[src/rtl/sync_fifo_cfg_if.sv]
// Handshake/status bundle for sync_fifo_cfg: producer/consumer side is master,
// the FIFO itself is slave.
interface sync_fifo_cfg_if #(
  parameter int RW    = 64,
  parameter int DEPTH = 64
);
  localparam int CW = $clog2(DEPTH + 1);

  logic          flush;
  logic          wren;
  logic [RW-1:0] din;
  logic          rden;
  logic [RW-1:0] dout;
  logic          empty;
  logic          full;
  logic          almost_empty;
  logic          almost_full;
  logic [CW-1:0] count;
  logic          overflow;
  logic          underflow;

  modport master (
    output flush, wren, din, rden,
    input  dout, empty, full, almost_empty, almost_full, count, overflow, underflow
  );

  modport slave (
    input  flush, wren, din, rden,
    output dout, empty, full, almost_empty, almost_full, count, overflow, underflow
  );
endinterface

[src/rtl/sync_fifo_cfg.sv]
// Single-clock FIFO, any DEPTH >= 2, registered or fall-through read, programmable
// almost thresholds, occupancy count and sticky overflow/underflow flags.
module sync_fifo_cfg #(
  parameter int RW        = 64,
  parameter int DEPTH     = 64,
  parameter int FWFT      = 0,
  parameter int AE_THRESH = 1,
  parameter int AF_THRESH = 1
) (
  input logic           clk,
  input logic           rst_n,
  sync_fifo_cfg_if.slave fif
);
  localparam int CW = $clog2(DEPTH + 1);
  localparam int PW = $clog2(DEPTH);

  if (DEPTH < 2) begin : g_bad_depth
    $error("sync_fifo_cfg: DEPTH must be >= 2");
  end
  if (AE_THRESH >= DEPTH) begin : g_bad_ae
    $error("sync_fifo_cfg: AE_THRESH must be < DEPTH");
  end
  if (AF_THRESH >= DEPTH) begin : g_bad_af
    $error("sync_fifo_cfg: AF_THRESH must be < DEPTH");
  end

  logic [RW-1:0] mem [DEPTH];
  logic [PW-1:0] wrptr;
  logic [PW-1:0] rdptr;
  logic [PW-1:0] wrptr_nxt;
  logic [PW-1:0] rdptr_nxt;
  logic [CW-1:0] count_q;
  logic          overflow_q;
  logic          underflow_q;
  logic          full_w;
  logic          empty_w;
  logic          wr_ok;
  logic          rd_ok;

  always_comb begin
    full_w    = (count_q == CW'(DEPTH));
    empty_w   = (count_q == '0);
    // flush discards both requests, so it gates acceptance directly
    wr_ok     = fif.wren && !full_w  && !fif.flush;
    rd_ok     = fif.rden && !empty_w && !fif.flush;
    wrptr_nxt = (wrptr == PW'(DEPTH - 1)) ? '0 : wrptr + PW'(1);
    rdptr_nxt = (rdptr == PW'(DEPTH - 1)) ? '0 : rdptr + PW'(1);
  end

  always_ff @(posedge clk or negedge rst_n) begin
    if (!rst_n) begin
      wrptr       <= '0;
      rdptr       <= '0;
      count_q     <= '0;
      overflow_q  <= 1'b0;
      underflow_q <= 1'b0;
    end else if (fif.flush) begin
      wrptr       <= '0;
      rdptr       <= '0;
      count_q     <= '0;
      overflow_q  <= 1'b0;
      underflow_q <= 1'b0;
    end else begin
      if (wr_ok) wrptr <= wrptr_nxt;
      if (rd_ok) rdptr <= rdptr_nxt;
      case ({wr_ok, rd_ok})
        2'b10:   count_q <= count_q + CW'(1);
        2'b01:   count_q <= count_q - CW'(1);
        default: count_q <= count_q;
      endcase
      if (fif.wren && full_w)  overflow_q  <= 1'b1;
      if (fif.rden && empty_w) underflow_q <= 1'b1;
    end
  end

  // Storage carries no reset so it can map onto RAM.
  always_ff @(posedge clk) begin
    if (wr_ok) mem[wrptr] <= fif.din;
  end

  if (FWFT != 0) begin : g_fwft
    assign fif.dout = mem[rdptr];
  end else begin : g_reg
    logic [RW-1:0] dout_q;
    always_ff @(posedge clk or negedge rst_n) begin
      if (!rst_n)         dout_q <= '0;
      else if (fif.flush) dout_q <= '0;
      else if (rd_ok)     dout_q <= mem[rdptr];
    end
    assign fif.dout = dout_q;
  end

  assign fif.empty        = empty_w;
  assign fif.full         = full_w;
  assign fif.almost_empty = (count_q <= CW'(AE_THRESH));
  assign fif.almost_full  = (count_q >= CW'(DEPTH - AF_THRESH));
  assign fif.count        = count_q;
  assign fif.overflow     = overflow_q;
  assign fif.underflow    = underflow_q;
endmodule

[src/flat_wrapper.sv]
// flat-port wrapper written by rule: the top's interface ports become plain ports
module sync_fifo_cfg_flat 
#(
  parameter int RW        = 64,
  parameter int DEPTH     = 64,
  parameter int FWFT      = 0,
  parameter int AE_THRESH = 1,
  parameter int AF_THRESH = 1
)
  (clk, rst_n, fif_flush, fif_wren, fif_din, fif_rden, fif_dout, fif_empty, fif_full, fif_almost_empty, fif_almost_full, fif_count, fif_overflow, fif_underflow);
  sync_fifo_cfg_if #(.RW(RW), .DEPTH(DEPTH)) fif_i ();
  input logic clk;
  input logic rst_n;
  input wire logic [$bits(fif_i.flush)-1:0] fif_flush;
  input wire logic [$bits(fif_i.wren)-1:0] fif_wren;
  input wire logic [$bits(fif_i.din)-1:0] fif_din;
  input wire logic [$bits(fif_i.rden)-1:0] fif_rden;
  output wire logic [$bits(fif_i.dout)-1:0] fif_dout;
  output wire logic [$bits(fif_i.empty)-1:0] fif_empty;
  output wire logic [$bits(fif_i.full)-1:0] fif_full;
  output wire logic [$bits(fif_i.almost_empty)-1:0] fif_almost_empty;
  output wire logic [$bits(fif_i.almost_full)-1:0] fif_almost_full;
  output wire logic [$bits(fif_i.count)-1:0] fif_count;
  output wire logic [$bits(fif_i.overflow)-1:0] fif_overflow;
  output wire logic [$bits(fif_i.underflow)-1:0] fif_underflow;
  assign fif_i.flush = fif_flush;
  assign fif_i.wren = fif_wren;
  assign fif_i.din = fif_din;
  assign fif_i.rden = fif_rden;
  assign fif_dout = fif_i.dout;
  assign fif_empty = fif_i.empty;
  assign fif_full = fif_i.full;
  assign fif_almost_empty = fif_i.almost_empty;
  assign fif_almost_full = fif_i.almost_full;
  assign fif_count = fif_i.count;
  assign fif_overflow = fif_i.overflow;
  assign fif_underflow = fif_i.underflow;
  sync_fifo_cfg #(.RW(RW), .DEPTH(DEPTH), .FWFT(FWFT), .AE_THRESH(AE_THRESH), .AF_THRESH(AF_THRESH)) u_core (.clk(clk), .rst_n(rst_n), .fif(fif_i));
endmodule
[config.mk]
export PLATFORM = sky130hd
export DESIGN_NAME = sync_fifo_cfg_flat
export DESIGN_NICKNAME = d
export VERILOG_FILES = /design/src/rtl/sync_fifo_cfg_if.sv /design/src/rtl/sync_fifo_cfg.sv /design/src/flat_wrapper.sv
export SDC_FILE = /design/constraint.sdc
export NUM_CORES = 2
export LEC_CHECK = 0
export BUFFER_PORTS_ARGS = -buffer_cell sky130_fd_sc_hd__buf_2
export CORE_MARGIN = 5
export CORE_UTILIZATION = 45
export CTS_BUF_LIST = sky130_fd_sc_hd__clkbuf_8
export CTS_CLUSTER_DIAMETER = 200
export DETAILED_ROUTE_END_ITERATION = 7
export PLACE_DENSITY = 0.64
export REMOVE_ABC_BUFFERS = 1
export SKIP_LAST_GASP = 1
export SYNTH_ARGS = -nofsm -noshare
export SYNTH_HDL_FRONTEND = slang
export SYNTH_SLANG_ARGS = --single-unit
[constraint.sdc]
create_clock -name clk -period 8.85 [get_ports clk]
set_input_delay 0.885 -clock clk [delete_from_list [all_inputs] [get_ports clk]]
set_output_delay 0.885 -clock clk [all_outputs]
set_load 0.02 [all_outputs]
Word-level counts from Yosys, hierarchy flattened
Memory sizes are Yosys's and may differ from the RTL's.
Cells that the tools add are included.
Word-level totals
  memories kept: 1
  memory bits (writable): 4096
  register bits: 85
  logic and storage cells: 49
Operators by class
  order comparisons: 2
  equal/unequal tests: 5
  $add $sub $neg: 4
  reduce and logical (&&, ||, !) cells: 15
  mux-type cells: 16
Memories
  u_core.mem: depth 64, width 64, read ports 1, clocked after Yosys merged registers in 0, wr ports 1, RTL line sync_fifo_cfg.sv:27  | logic [RW-1:0] mem [DEPTH];
Operator list (number)
  64-bit 2-to-1 mux: 2
  6-bit 2-to-1 mux: 6
  7-bit case mux with 2 select lines: 1
  6-bit by 1-bit adder with 6-bit output (second input constant): 2
  6-bit equality test (second input constant): 2
  2-bit nonzero test: 4
  7-bit by 1-bit adder with 7-bit output (second input constant): 1
  7-bit equality test (second input constant): 1
  7-bit by 6-bit greater-or-equal comparator with 1-bit output (second input constant): 1
  7-bit by 1-bit less-or-equal comparator with 1-bit output (second input constant): 1
  7-bit logical NOT: 1
  7-bit 2-to-1 mux: 1
  7-bit by 1-bit subtractor with 7-bit output (second input constant): 1
  1-bit logical AND: 6
  1-bit 2-to-1 mux: 6
  1-bit logical NOT: 3
  3-bit nonzero test: 1
  2-bit by 1-bit equality test with 1-bit output (second input constant): 1
  2-bit equality test (second input constant): 1

Longest topological paths before layout
  word-level depth: 7
  gate-level depth with buffers: 10
  mapped depth without buffers: 7

Worst setup path before layout
Ideal clock, no wire load.
  kind: flip-flop to flip-flop
  start: reg u_core.count_q[1] (netlist: u_core.fif.count[1])
  end: mem u_core.mem[63][0] (enable)
  setup slack: 2.336 ns
  path buffers: 1
  clock period less this slack: 6.514 ns
  library setup time: 0.565 ns
  arrival time: 5.949 ns
  stages on the path, launching flop included: 8
  cell sequence: dfrtp_1 -> inv_1 -> ha_1 -> nand2_1 -> o21ai_1 -> buf_4 -> or2_2 -> nor3_1
On the way
  longest elaborated chain between the ends: 6
RTL lines
  start, declared: RTL line sync_fifo_cfg.sv:32  | logic [CW-1:0] count_q;
  start signal, assigned: RTL line sync_fifo_cfg.sv:67  | 2'b10: count_q <= count_q + CW'(1);
  start signal, assigned: RTL line sync_fifo_cfg.sv:68  | 2'b01: count_q <= count_q - CW'(1);
  start signal, assigned: RTL line sync_fifo_cfg.sv:69  | default: count_q <= count_q;
  7-bit equality test: RTL line sync_fifo_cfg.sv:41  | full_w = (count_q == CW'(DEPTH));
  1-bit logical NOT: RTL line sync_fifo_cfg.sv:44  | wr_ok = fif.wren && !full_w && !fif.flush;
  1-bit logical AND (2 in series): RTL line sync_fifo_cfg.sv:44
  1-bit 2-to-1 mux: RTL line sync_fifo_cfg.sv:78  | if (wr_ok) mem[wrptr] <= fif.din;
  1-bit 2-to-1 mux (not written as such): RTL line sync_fifo_cfg.sv:78
  end, declared: RTL line sync_fifo_cfg.sv:27
Every way passes these cells.

Final worst setup path
  start: reg u_core.rdptr[1]
  end: reg u_core.g_reg.dout_q[62] (netlist: u_core.fif.dout[62])
On the way
  longest elaborated chain between the ends: 3
RTL lines
  start, declared: RTL line sync_fifo_cfg.sv:29  | logic [PW-1:0] rdptr;
  start signal, assigned: RTL line sync_fifo_cfg.sv:65  | if (rd_ok) rdptr <= rdptr_nxt;
  memory read 64 x 64 bit
  64-bit 2-to-1 mux: RTL line sync_fifo_cfg.sv:88  | else if (rd_ok) dout_q <= mem[rdptr];
  64-bit 2-to-1 mux: RTL line sync_fifo_cfg.sv:87  | else if (fif.flush) dout_q <= '0;
  end signal, assigned: RTL line sync_fifo_cfg.sv:88
  end, declared: RTL line sync_fifo_cfg.sv:84  | logic [RW-1:0] dout_q;
Every way passes these cells. The select of a mux whose other input is x is not followed.
A chain may end at the register's enable or synchronous reset.

==> impl_metrics.yaml <==
place:
  hpwlAfterDp_mm: 232
  gp_congestion: 0.818
  portBuffers: 145
  placed_cells: 12534
  post_dp_cell_area_um2: 168000
layout:
  fin_area_um2: 180000
  seq_area_um2: 125000
  final_util_pct: 50.6
  nets: 8525
  drive_gt1_share_pct: 23.4
  layoutNonFillerInstCount: 13730
  multi_input_area_um2: 34300
  fillers: 28335
  area_growth_pct: 11.9
die:
  initial_core_util_pct: 45.2
  rows: 219
  die_y_um: 608
  die_w_um: 608
  io_pins: 146
  core-area_um2: 356000
  fp.dieArea_um2: 370000
worst_hold_path:
  hp-class: "input pin to flip-flop"
  min_from: "fif_flush"
clock_network:
  clk_pin_slew_ns: 0.06
  cts.htree.levels: 6
  clock-root-buffer: "clkbuf_8"
  holdBufCountCts: 3
  cts_setup_buffers: 0
  ctsResizeCount: 0
  cts_buffers: 662
  cts_tree: "yes"
  clkLatencyLatePin_ns: 1.22
  cts_buffer_depth: 4
  clkSinkCount: 4181
timing:
  finalSetupViolCount: 0
  hold_viol: 0
  clock_skew_ns: 0.0839
  rsz0062_at_grt: "no"
  layout_min_cycle_time_ns: 4.98
  relSlewSlack_pct: -0.480
  timing.fmax_ghz: 0.201
  whs_ns: 0.214
  post-route-period-util_pct: 56.3
  tightest_slew_ns: 1.49
  maxSlewViolCount: 1
logic_synthesis:
  ys_types: 61
  synth_edf_count: 4096
  async_reset_ff_share_pct: 2.03
  yosysMostFrequentCell: "edfxtp_1"
  yosys_register_bits: 4181
  post-synth-top-area-fraction_pct: 76.4
  ys_warn_count: 0
  yosysSeqAreaShare_pct: 77.7
  avgSynthCellArea_um2: 20.4
  synth_cells: 7896
  synth_common_cells: "edfxtp_1 (4096), mux2i_1 (908), mux4_2 (513)"
  ys_top_cells_by_area: "edfxtp_1 (76%), mux4_2 (7.2%), mux2i_1 (5.6%), mux2_2 (2.2%), a22oi_1 (1.8%)"
  ys.flop_type: "edfxtp_1"
  netlist_area_um2: 161000
  synth_top_area_cell: "edfxtp_1"
setup_path:
  cp-start-kind: "flip-flop"
  arrival_ns: 6.06
  worstPathRequired_ns: 9.93
  criticalPathCategory: "flip-flop to flip-flop"
  worstReg2RegStart: "u_core.rdptr[1]"
  cp_max_fo: 51
  startpoint: "u_core.rdptr[1]"
  cp-end-kind: "flip-flop"
global_routing:
  grt_pass1_wl_mm: 615
  antenna_found_initial: 26
  grt_use_total_pct: 22.9
  grt_pass1_vias: 83356
  grt_max_degree: 129
  grt_overflow: 0
pwr:
  p_leak_nw: 55.5
  p_sw_w: 0.0118
  powerDensity_nw_per_um2: 244
  p_comb_share_pct: 15.3
  p_clk_share_pct: 34.3
  power.internal_w: 0.0322
  peakVddDrop_mv: 0.232
  p_sw_share_pct: 26.8
  pwr-share-seq_pct: 50.4
drt:
  routed_wirelength_mm: 435
  drc: 0
  vias: 82658
  wl_per_cell_um: 31.7
  initialDrtViolationCount: 9357
  first_pass_iters: 6
  via_per_inst: 6.02
  antenna_left: 0
outcome:
  status: "complete, but fails checks"
  violations: "max-capacitance violations, max-slew violations"
run:
  cap_viol_max_count: 1
layout by cell type, fill, tap and decap left out, types with 9 or more instances in the layout:
master | Yosys | final
mux4_2 | 513 | 513
nand4_1 | 65 | 65
a21oi_1 | 69 | 69
a32o_1 | 59 | 59
nor2b_1 | 69 | 65
nor2_4 | 0 | 66
clkinv_1 | 0 | 130
o22ai_1 | 67 | 67
nand3_1 | 146 | 146
inv_6 | 0 | 9
mux2i_1 | 908 | 908
nor2_1 | 87 | 22
nand2_1 | 95 | 93
a31oi_1 | 66 | 66
dfrtp_1 | 85 | 80
buf_4 | 47 | 202
buf_2 | 166 | 144
clkbuf_8 | 0 | 685
inv_8 | 0 | 17
mux2_2 | 316 | 316
edfxtp_1 | 4096 | 4096
clkinv_8 | 0 | 13
o21ai_0 | 189 | 188
a22oi_1 | 386 | 386
buf_12 | 0 | 18
clkinvlp_4 | 0 | 10
o31a_1 | 59 | 59
a211oi_1 | 62 | 62
inv_1 | 4 | 246
clkinv_2 | 0 | 60
metal layers:
layer	global-route usage, %	vias to the layer above	part of all wire, %
met5	0	-	0.0058
met4	8.32	4	3.9
li1	-	33995	-
met3	4.41	780	8.4
met1	31.2	43797	40
met2	37.0	4082	48
kinds of logic after synthesis:
logic type | share of synthesized area, %
adder cells (fa/ha/maj) | 0.0466
multiplexers | 15.0
AND/OR/NAND/NOR | 1.56
XOR/XNOR | 0.0272
flip-flops | 77.7
AO/OA/AOI/OAI | 4.25
buffers and inverters | 1.37
power by group through the flow:
stage | Sequential [W] | Clock [W] | Combinational [W]
6_report | 0.0222 | 0.0151 | 0.00672
5_1_grt | 0.0222 | 0.0163 | 0.00712
4_1_cts | 0.0222 | 0.0154 | 0.00677
3_5_place_dp | 0.0226 | 0 | 0.00675
3_3_place_gp | 0.0226 | 0 | 0.00668
2_1_floorplan | 0.0228 | 0 | 0.00461
metrics by stage:
stage / setup slack, ns / total power [W] / setup TNS, ns
2_1_floorplan: -45.54 / 0.0274 / -3090.39
3_3_place_gp: 4.02 / 0.0293 / 0
3_5_place_dp: 4.02 / 0.0293 / 0
4_1_cts: 3.98 / 0.0443 / 0
5_1_grt: 3.82 / 0.0456 / 0
6_report: 3.87 / 0.0440 / 0
critical path, cell delays in order (launching register included):
cell	delay [ns]
dfrtp_4	0.94
buf_4	0.64
nor2b_4	0.84
buf_4	0.51
buf_4	0.63
a22oi_1	0.20
a31oi_1	0.20
nand4_1	0.35
a32o_1	0.39
registers in the layout (all words and copies together) (netlist names):
name and cells:
u_core.fif.dout 64, u_core.fif.underflow 1, u_core.mem 4096, u_core.fif.count 7
u_core.fif.overflow 1, u_core.wrptr 6, u_core.rdptr 6
path summary, 6_finish.rpt:
path | to | slack [ns] | depth (start not counted)
max in group asynchronous | u_core.fif.dout[0] | 7.25 | 3
min in group asynchronous | u_core.fif.dout[18] | 0.36 | 2
min | u_core.fif.overflow | 0.21 | 3
min reg2reg | u_core.fif.dout[14] | 0.49 | 2
max | u_core.fif.dout[62] | 3.87 | 8
max reg2reg | u_core.fif.dout[62] | 3.87 | 8
final cells by class:
cell class / count / area share [%]
clock inverters: 500 / 1.48
repair buffers: 368 / 1.47
multi-input cells: 3233 / 19.0
well taps: 4751 / 3.30
flip-flops and latches: 4181 / 69.5
clock buffers: 685 / 5.23
diodes: 8 / 0.0111
inverters: 4 / 0.00834
Note: power is estimated with default switching activity, not from simulation.
